`config.mk`:
```
export PLATFORM = sky130hd
export DESIGN_NAME = mux_rr_arbiter
export DESIGN_NICKNAME = d
export VERILOG_FILES = /design/src/rtl/mux_rr_arbiter_pkg.sv /design/src/rtl/mux_rr_arbiter_mux2.sv /design/src/rtl/mux_rr_arbiter_rr_pick.sv /design/src/rtl/mux_rr_arbiter.sv
export SDC_FILE = /design/constraint.sdc
export NUM_CORES = 1
export LEC_CHECK = 0
export ABC_AREA = 0
export CORE_MARGIN = 2
export CORE_UTILIZATION = 33
export CTS_CLUSTER_DIAMETER = 100
export DETAILED_ROUTE_END_ITERATION = 8
export PLACE_DENSITY = 0.76
export SYNTH_ARGS = -nofsm -noshare
export SYNTH_HDL_FRONTEND = slang
export SYNTH_HIERARCHICAL = 1
export SYNTH_SLANG_ARGS = --single-unit
```
`constraint.sdc`:
```
create_clock -name clk -period 1.7 [get_ports clk]
set_input_delay 0.255 -clock clk [delete_from_list [all_inputs] [get_ports clk]]
set_output_delay 0.255 -clock clk [all_outputs]
set_load 0.05 [all_outputs]
```
`src/rtl/mux_rr_arbiter_pkg.sv`:
```
// mux_rr_arbiter_pkg
// Shared definitions for the round-robin mux arbiter slice: the state
// encoding, the number of sources, the source-index width and the default
// burst length a single grant may hold the channel for.
package mux_rr_arbiter_pkg;

  typedef enum logic {
    IDLE  = 1'b0,
    GRANT = 1'b1
  } state_e;

  localparam int NSRC             = 4;
  localparam int IDXW             = 2;
  localparam int DEFAULT_MAX_HOLD = 8;

endpackage

```
`src/rtl/mux_rr_arbiter_mux2.sv`:
```
// mux_rr_arbiter_mux2
// Plain W-bit 2:1 multiplexer, the leaf cell of the arbiter's data mux tree.
// Ports:
//   sel : 0 selects a, 1 selects b
//   a,b : data inputs
//   y   : selected data
module mux_rr_arbiter_mux2 #(
  parameter int W = 32
) (
  input  logic         sel,
  input  logic [W-1:0] a,
  input  logic [W-1:0] b,
  output logic [W-1:0] y
);

  assign y = sel ? b : a;

endmodule

```
`src/rtl/mux_rr_arbiter_rr_pick.sv`:
```
// rr_pick
// Combinational rotating-priority selector. Scans req starting at ptr and
// wrapping modulo NSRC, returning the first requester found.
// Ports:
//   req : request vector, bit i = source i
//   ptr : index that has highest priority this time
//   any : at least one request is set
//   idx : chosen source index (0 when any is low)
module rr_pick
  import mux_rr_arbiter_pkg::*;
(
  input  logic [NSRC-1:0] req,
  input  logic [IDXW-1:0] ptr,
  output logic            any,
  output logic [IDXW-1:0] idx
);

  logic [IDXW-1:0] cand;

  // Walk the offsets from farthest to nearest so the closest requester
  // to ptr is the last one written and therefore wins.
  always_comb begin
    any  = |req;
    idx  = '0;
    cand = '0;
    for (int k = NSRC - 1; k >= 0; k--) begin
      cand = ptr + IDXW'(k);
      if (req[cand]) begin
        idx = cand;
      end
    end
  end

endmodule

```
`src/rtl/mux_rr_arbiter.sv`:
```
// mux_rr_arbiter
// Shares one W-bit output channel between four requesters. A grant is held
// for up to MAX_HOLD accepted beats (or until the granted source drops its
// request), then the pointer moves past the granted source so the next
// grant is decided round-robin. The output data comes from a 4:1 mux tree
// of 2:1 cells steered by the granted index.
// Ports:
//   clk       : rising-edge clock
//   rst_n     : synchronous active-low reset
//   req       : per-source request
//   din       : source data, source i in din[i*W +: W]
//   gnt       : registered one-hot grant, zero when idle
//   out_valid : beat valid (granted source still requesting)
//   out_ready : consumer accepts the beat
//   out_data  : data of the granted source
//   out_src   : index of the granted source
module mux_rr_arbiter
  import mux_rr_arbiter_pkg::*;
#(
  parameter int W        = 32,
  parameter int MAX_HOLD = DEFAULT_MAX_HOLD
) (
  input  logic              clk,
  input  logic              rst_n,
  input  logic [NSRC-1:0]   req,
  input  logic [NSRC*W-1:0] din,
  output logic [NSRC-1:0]   gnt,
  output logic              out_valid,
  input  logic              out_ready,
  output logic [W-1:0]      out_data,
  output logic [IDXW-1:0]   out_src
);

  state_e          state_q, state_d;
  logic [IDXW-1:0] ptr_q, ptr_d;
  logic [IDXW-1:0] g_q, g_d;
  logic [7:0]      holdCnt_q, holdCnt_d;
  logic [NSRC-1:0] gnt_q, gnt_d;

  logic            pickAny;
  logic [IDXW-1:0] pickIdx;
  logic            transfer;
  logic            lastBeat;
  logic [W-1:0]    muxLo, muxHi;

  rr_pick u_pick (
    .req (req),
    .ptr (ptr_q),
    .any (pickAny),
    .idx (pickIdx)
  );

  // g[0] picks within each pair, g[1] picks between the pairs.
  mux_rr_arbiter_mux2 #(.W(W)) u_muxLo (
    .sel (g_q[0]),
    .a   (din[0*W +: W]),
    .b   (din[1*W +: W]),
    .y   (muxLo)
  );

  mux_rr_arbiter_mux2 #(.W(W)) u_muxHi (
    .sel (g_q[0]),
    .a   (din[2*W +: W]),
    .b   (din[3*W +: W]),
    .y   (muxHi)
  );

  mux_rr_arbiter_mux2 #(.W(W)) u_muxTop (
    .sel (g_q[1]),
    .a   (muxLo),
    .b   (muxHi),
    .y   (out_data)
  );

  assign out_valid = (state_q == GRANT) && req[g_q];
  assign transfer  = out_valid && out_ready;
  assign lastBeat  = (holdCnt_q == 8'(MAX_HOLD - 1));
  assign out_src   = g_q;
  assign gnt       = gnt_q;

  // Next-state logic. A dropped request releases immediately with no beat,
  // so the release test does not need transfer for that case.
  always_comb begin
    state_d   = state_q;
    ptr_d     = ptr_q;
    g_d       = g_q;
    holdCnt_d = holdCnt_q;
    gnt_d     = gnt_q;
    case (state_q)
      IDLE: begin
        if (pickAny) begin
          state_d   = GRANT;
          g_d       = pickIdx;
          gnt_d     = NSRC'(1) << pickIdx;
          holdCnt_d = '0;
        end
      end
      GRANT: begin
        if (!req[g_q] || (transfer && lastBeat)) begin
          state_d   = IDLE;
          ptr_d     = g_q + IDXW'(1);
          gnt_d     = '0;
          holdCnt_d = '0;
        end else if (transfer) begin
          holdCnt_d = holdCnt_q + 8'd1;
        end
      end
      default: begin
        state_d = IDLE;
        gnt_d   = '0;
      end
    endcase
  end

  // State registers with synchronous reset; a reset mid-burst discards
  // the beat in flight and returns the pointer to source 0.
  always_ff @(posedge clk) begin
    if (!rst_n) begin
      state_q   <= IDLE;
      ptr_q     <= '0;
      g_q       <= '0;
      holdCnt_q <= '0;
      gnt_q     <= '0;
    end else begin
      state_q   <= state_d;
      ptr_q     <= ptr_d;
      g_q       <= g_d;
      holdCnt_q <= holdCnt_d;
      gnt_q     <= gnt_d;
    end
  end

endmodule

```
==> results of run 1 <==
[sequential cells by signal, summed over array words and instances (netlist names)]
register and count:
holdCnt_q 8, gnt 4, out_src 2, ptr_q 2
state_q 1
[per-stage QoR]
step                      setup TNS, ps  cells  power [mW]
final                             -9840    522        2.88
after global routing             -11270    522        2.98
after CTS                         -8660    518        2.79
after detailed placement          -5980    497        2.26
after global placement            -5510    497        2.23
after floorplan                       0    216        1.70
[what timing repair did]
action / CTS / global route
pin swaps: 12 / 10
setup endpoints to repair: 42 / 47
hold buffers: 0 / 0
resized for setup: 57 / 15
cloned: 4 / 4
buffers inserted: 13 / 0
[final timing paths]
kind,from,to,slack [ps],depth (start not counted)
min,holdCnt_q[6],holdCnt_q[6],520,2
max,out_src[0],out_data[22],-300,5
min reg2reg,holdCnt_q[6],holdCnt_q[6],520,2
max reg2reg,out_src[0],holdCnt_q[3],-210,8
[kinds of logic (layout without fill, tap and decap cells)]
family                     Yosys count  after routing  share of synthesized area
muxes                              104            104                      0.572
xor gates and xnor gates             2              2                    0.00666
buffers and inverters               18            222                     0.0960
DFF                                 17             17                      0.129
AOI/OAI and AO/OA                   28             28                     0.0894
and+or+nand+nor                     46             46                      0.102
adders and majority gates            1              1                    0.00475
[cell type report]
cell class,count,share of cell area
multi-input cells,181,0.435
inverters,1,0.000745
well taps,102,0.0253
flip-flops and latches,17,0.0688
repair buffers,217,0.461
clock inverters,1,0.000994
clock buffers,3,0.00820
[placed cells by master, fill, tap and decap left out, types with 3 or more instances in the layout]
cell / instances
clkdlybuf4s50_1: 131
mux2_4: 92
buf_4: 38
buf_6: 27
dfxtp_1: 14
nand2_1: 9
a21oi_2: 6
buf_12: 6
mux2_2: 6
nor3_1: 4
nor2_2: 4
buf_16: 4
clkbuf_16: 4
buf_8: 4
nor2b_1: 3
nand3_1: 3
o21ai_0: 3
or3_4: 3
nand2b_1: 3
o21a_1: 3
mux2i_1: 3
or4_4: 3
clkbuf_8: 3
[synth_stat cells, types with 3 or more instances]
cell       n
mux2_4    90
dfxtp_1   17
nand2_1   10
buf_12     9
mux2_2     7
a21oi_2    6
buf_6      5
mux2i_1    5
o21ai_0    5
or3_1      5
nor2_1     4
nor3_1     4
or4_1      4
nand2b_1   3
nand3_1    3
nor2b_1    3
o21a_1     3
o31ai_1    3
[tightest hold or removal path: stages, from the launching register on]
cell,delay [ps]
dfxtp_1,350
o31ai_2,80
a21oi_2,50
[per-layer routing]
| metal | vias up | share of wire |
|---|---|---|
| li1 | 1235 | - |
| met1 | 1263 | 0.36 |
| met2 | 94 | 0.54 |
| met3 | 15 | 0.078 |
| met4 | 0 | 0.022 |
| met5 | - | 0 |
[power by group through the flow]
stage	Clock, mW	Sequential, mW	Combinational (mW)
finish	0.320	0.456	2.11
global route	0.340	0.459	2.18
CTS	0.311	0.453	2.03
detailed placement	0	0.462	1.79
global placement	0	0.461	1.77
floorplan	0	0.495	1.20
==> flow_summary_export.csv, run 1 <==
group,metric,value,unit
power_and_ir_drop,p_clk_frac,0.111,
global_routing,grt_usage,0.203,
die,num_rows,32,
cells_and_area,final_cell_area,5040,µm²
global_routing,grt-ovfl-total,0,
clock_network,clk_pin_slew_worst_paths,70,ps
drt,ant_nets,0,
clock_network,h-tree-depth,1,
run,cap_violations,0,
power_and_ir_drop,p_leak,2.11,nW
power_and_ir_drop,power_frac_comb,0.731,
yosys,syn_inst,216,
placement,port-buffer-count,173,
setup_path,path_delay_family,"multiplexers",
setup_path,end_kind,"primary output",
sta,drv_slew,0,
setup_path,crit_type,"reg2out",
yosys,async_flop_share,0,
yosys,ys_ff_latch,17,
power_and_ir_drop,seq_power_share,0.158,
cells_and_area,multi_input_area,2190,µm²
sta,fin_hold_ws,523,ps
global_routing,met1_usage,0.211,
sta,fmax,500,MHz
power_and_ir_drop,ir_drop,540,µV
die,fp.dieH,93.3,µm
drt,drc,0,
setup_path,critPathBufInv,3,
yosys,synth_edf_count,0,
cells_and_area,num_antenna_cells,0,
setup_path,cp_data_arrival_time,1750,ps
yosys,synth_area_leaders,"mux2_4 51%, dfxtp_1 13%, buf_12 6.8%, mux2_2 3.0%, buf_6 2.1%",
sta,rsz0062_at_grt,"true",
yosys,syn_area,2630,µm²
clock_network,clk_latency,260,ps
drt,drt_iter0_drc,40,
global_routing,first_global_vias,2678,
sta,clock-skew-final,3.09,ps
global_routing,grt.busiest_layer,"met2",
sta,period_share,1.18,
setup_path,cp_max_fo,5,
cells_and_area,area_growth,91.3,%
yosys,yosysTopAreaCell,"mux2_4",
yosys,avgSynthCellArea,12.2,µm²
yosys,ys.flop_type,"dfxtp_1",
setup_path,critPathSlowestCell,"dfxtp_4",
placement,dpl-instance-area,4390,µm²
drt,routedWlPerCell,19.1,µm
clock_network,cts_tree,"built",
yosys,ys_types,43,
yosys,yosys_warnings,6,
die,die_w,93.3,µm
sta,max_slew_margin,0.740,
setup_path,cp_cell_sequence,"buf_12 > clkbuf_16 > mux2_4 > mux2_4 > buf_6",
die,die-area,8710,µm²
cells_and_area,drive_above_1_share,0.526,
global_routing,grt_max_degree,34,
setup_path,timing.critical_path.mode_cell,"mux2_4",
yosys,yosysTopAreaCellShare,0.513,
cells_and_area,area.sequential,347,µm²
sta,hold_viol,0,
power_and_ir_drop,pwr_density_cell,572,nW/µm²
clock_network,clockBufferDepth,2,
clock_network,cts_buffers,3,
placement,pre_cts_ws,-383,ps
setup_path,critPathRequiredTime,1440,ps
yosys,syn_nets,352,
placement,gp_congestion,0.759,
clock_network,cts_sinks,17,
hold_path,worstHoldPathType,"reg2reg",
clock_network,cts_root_buf,"clkbuf_8",
sta,tightest_slew,388,ps
cells_and_area,fin_util,0.652,
drt,via_count,2607,
global_routing,grt_pass1_wl,13900,µm
drt,drt_pass1_iterations,4,
drt,vias_per_cell,4.99,
placement,dp_hpwl,6790,µm
die,io_pins,174,
cells_and_area,layout.nets,557,
sta,setup_ws,-301,ps
sta,timing.final.crit_period,2000,ps
setup_path,start_kind,"flip-flop",
global_routing,antenna_found_initial,0,
power_and_ir_drop,p_int,1.75,mW
yosys,yosysSeqAreaShare,0.129,
die,fp.coreArea,7730,µm²
drt,routed_wl,9980,µm
power_and_ir_drop,switching_share,0.391,
global_routing,grt_util_met3,0.0459,
sta,setup_viol,42,
outcome,violations,"setup timing",
die,initial_core_util,0.341,
power_and_ir_drop,p_sw,1.13,mW
global_routing,use_met2,0.397,
setup_path,slowest_delay,440,ps
cells_and_area,nFillCells,587,
outcome,status,"complete, but fails checks",
(Power assumes the default switching activity.)
==> inputs of run 2 (changes only) <==
--- a/config.mk
+++ b/config.mk
@@ -10,7 +10,9 @@
 export CORE_UTILIZATION = 33
 export CTS_CLUSTER_DIAMETER = 100
 export DETAILED_ROUTE_END_ITERATION = 8
+export GPL_ROUTABILITY_DRIVEN = 0
 export PLACE_DENSITY = 0.76
+export SETUP_SLACK_MARGIN = 0.02
 export SYNTH_ARGS = -nofsm -noshare
 export SYNTH_HDL_FRONTEND = slang
 export SYNTH_HIERARCHICAL = 1
==> flow_summary_export.csv, run 2 (synthesis gave the netlist of run 1 again) <==
group,metric,value,unit
die,die-area,8710,µm²
clock_network,cts_sinks,17,
global_routing,grt_pass1_wl,13100,µm
cells_and_area,regMostFlops,"holdCnt_q",
setup_path,cp_max_fo,7,
setup_path,critPathRequiredTime,1440,ps
sta,setup_viol,44,
drt,vias_per_cell,4.88,
power_and_ir_drop,switching_share,0.384,
power_and_ir_drop,ir_drop,389,µV
sta,rsz0062_at_grt,"true",
setup_path,reg2reg_depth,7,
drt,routedWlPerCell,18.4,µm
cells_and_area,final_common_cell,"clkdlybuf4s50_1",
setup_path,cp_data_arrival_time,1660,ps
setup_path,rrSetupSlack,-130,ps
outcome,status,"complete, but fails checks",
sta,drv_slew,0,
global_routing,grt-ovfl-total,0,
setup_path,crit_type,"reg2out",
cells_and_area,layout.nets,555,
cells_and_area,final_cell_mix,"131 x clkdlybuf4s50_1, 97 x mux2_4, 35 x buf_6",
run,cap_violations,0,
global_routing,grt_usage,0.186,
power_and_ir_drop,power_frac_comb,0.737,
cells_and_area,largest_reg_flops,8,
sta,fin_hold_ws,516,ps
sta,clock-skew-final,2.33,ps
setup_path,start_kind,"flip-flop",
drt,drc,0,
sta,timing.final.crit_period,1910,ps
setup_path,r2r_end,"holdCnt_q[2]",
sta,fmax,523,MHz
die,io_pins,174,
clock_network,clk_pin_slew_worst_paths,70,ps
power_and_ir_drop,seq_power_share,0.157,
clock_network,clockBufferDepth,2,
die,fp.dieH,93.3,µm
setup_path,cp_cell_sequence,"buf_12 > clkbuf_16 > mux2_4 > mux2_4 > buf_6",
cells_and_area,area_growth,90.1,%
setup_path,timing.critical_path.mode_cell,"mux2_4",
global_routing,first_global_vias,2590,
sta,setup_ws,-213,ps
setup_path,slowest_delay,370,ps
drt,via_count,2539,
drt,drt_iter0_drc,24,
clock_network,clk_latency,250,ps
setup_path,end_kind,"primary output",
hold_path,holdPathStages,2,
sta,max_slew_margin,0.802,
clock_network,h-tree-depth,1,
sta,tightest_slew,296,ps
sta,setup_tns,-7290,ps
die,num_rows,32,
clock_network,cts_buffers,3,
placement,dp_hpwl,6860,µm
power_and_ir_drop,p_int,1.76,mW
hold_path,hold_path_startpoint,"holdCnt_q[6]",
clock_network,cts_hold_buffers,0,
clock_network,cts_root_buf,"clkbuf_8",
outcome,violations,"setup timing",
global_routing,grt_max_degree,25,
power_and_ir_drop,p_leak,2.12,nW
drt,routed_wl,9550,µm
placement,port-buffer-count,173,
power_and_ir_drop,p_clk_frac,0.105,
die,die_w,93.3,µm
die,initial_core_util,0.341,
cells_and_area,drive_above_1_share,0.507,
setup_path,critPathSlowestCell,"dfxtp_4",
global_routing,antenna_found_initial,0,
power_and_ir_drop,p_sw,1.10,mW
drt,ant_nets,0,
power_and_ir_drop,pwr_density_cell,572,nW/µm²
sta,period_share,1.13,
cells_and_area,num_antenna_cells,0,
setup_path,regToRegStartpoint,"out_src[0]",
hold_path,worstHoldPathType,"reg2reg",
sta,hold_viol,0,
die,fp.coreArea,7730,µm²
drt,drt_pass1_iterations,4,
clock_network,cts_tree,"built",
hold_path,whs_endpoint,"holdCnt_q[6]",
-- run 2: cell count changes in the layout (fill, tap and decap cells not counted), moves of 3 or more --
cell,delta
mux2_4,+5
buf_4,-13
mux2_2,-5
buf_6,+8
nor3_1,-3
buf_8,+4
buf_16,-4
-- run 2: final cells by class --
class                      instances  area [µm²]
clock buffer                       3        41.3
clock inverter                     1        5.00
fill                             582        2720
inverter                           1        3.75
multi-input combinational        181        2160
sequential                        17         347
tap                              102         128
timing repair buffer             215        2320
-- run 2: through the flow --
stage / cells / power (mW) / utilization / area (µm²) / setup slack [ps]
6_report: 520 / 2.86 / 0.648 / 5000 / -213
4_1_cts: 508 / 2.70 / 0.603 / 4660 / -226
5_1_grt: 520 / 2.97 / 0.648 / 5000 / -255
3_5_place_dp: 499 / 2.28 / 0.574 / 4430 / -301
2_1_floorplan: 216 / 1.70 / - / 2660 / 46.9
3_3_place_gp: 499 / 2.26 / 0.574 / 4430 / -269
-- run 2: how the worst max path moves through the flow --
stage	startpoint	end	slack [ps]	cells after the start
finish	out_src[0]	out_data[30]	-210	5
global route	out_src[0]	out_data[30]	-250	5
CTS	out_src[0]	out_data[21]	-230	4
detailed placement	req[1]	gnt[2]	-300	8
global placement	req[1]	gnt[2]	-270	8
floorplan	out_src[0]	holdCnt_q[1]	50	6
-- run 2: what timing repair did --
| item | in CTS | in global routing |
|---|---|---|
| resized for setup | 35 | 46 |
| cloned | 1 | 7 |
| endpoints found under the setup margin | 42 | 47 |
| pin swaps | 1 | 16 |
| setup buffers | 4 | 6 |
-- run 2: layer usage --
metal  vias up  wire length, µm  track usage  share of wire
met1      1230             3720        0.213           0.39
met2        86             5080        0.365           0.53
li1       1221                -            -              -
met5         -                0            0              0
met4         0               21       0.0110         0.0022
met3         2              723       0.0395          0.076
-- run 2: power by group through the flow --
stage                     combinational [mW]  clock, mW  sequential [mW]
after CTS                               1.94      0.313            0.453
final                                   2.11      0.301            0.450
after detailed placement                1.81          0            0.469
after global routing                    2.19      0.331            0.453
after global placement                  1.79          0            0.468
after floorplan                         1.21          0            0.495
-- run 2: critical path: cells and delay by family, from the launching register on --
| kind | cells | cell delay (ps) |
|---|---|---|
| multiplexers | 2 | 570 |
| buffers and inverters | 3 | 460 |
| flip-flops | 1 | 370 |
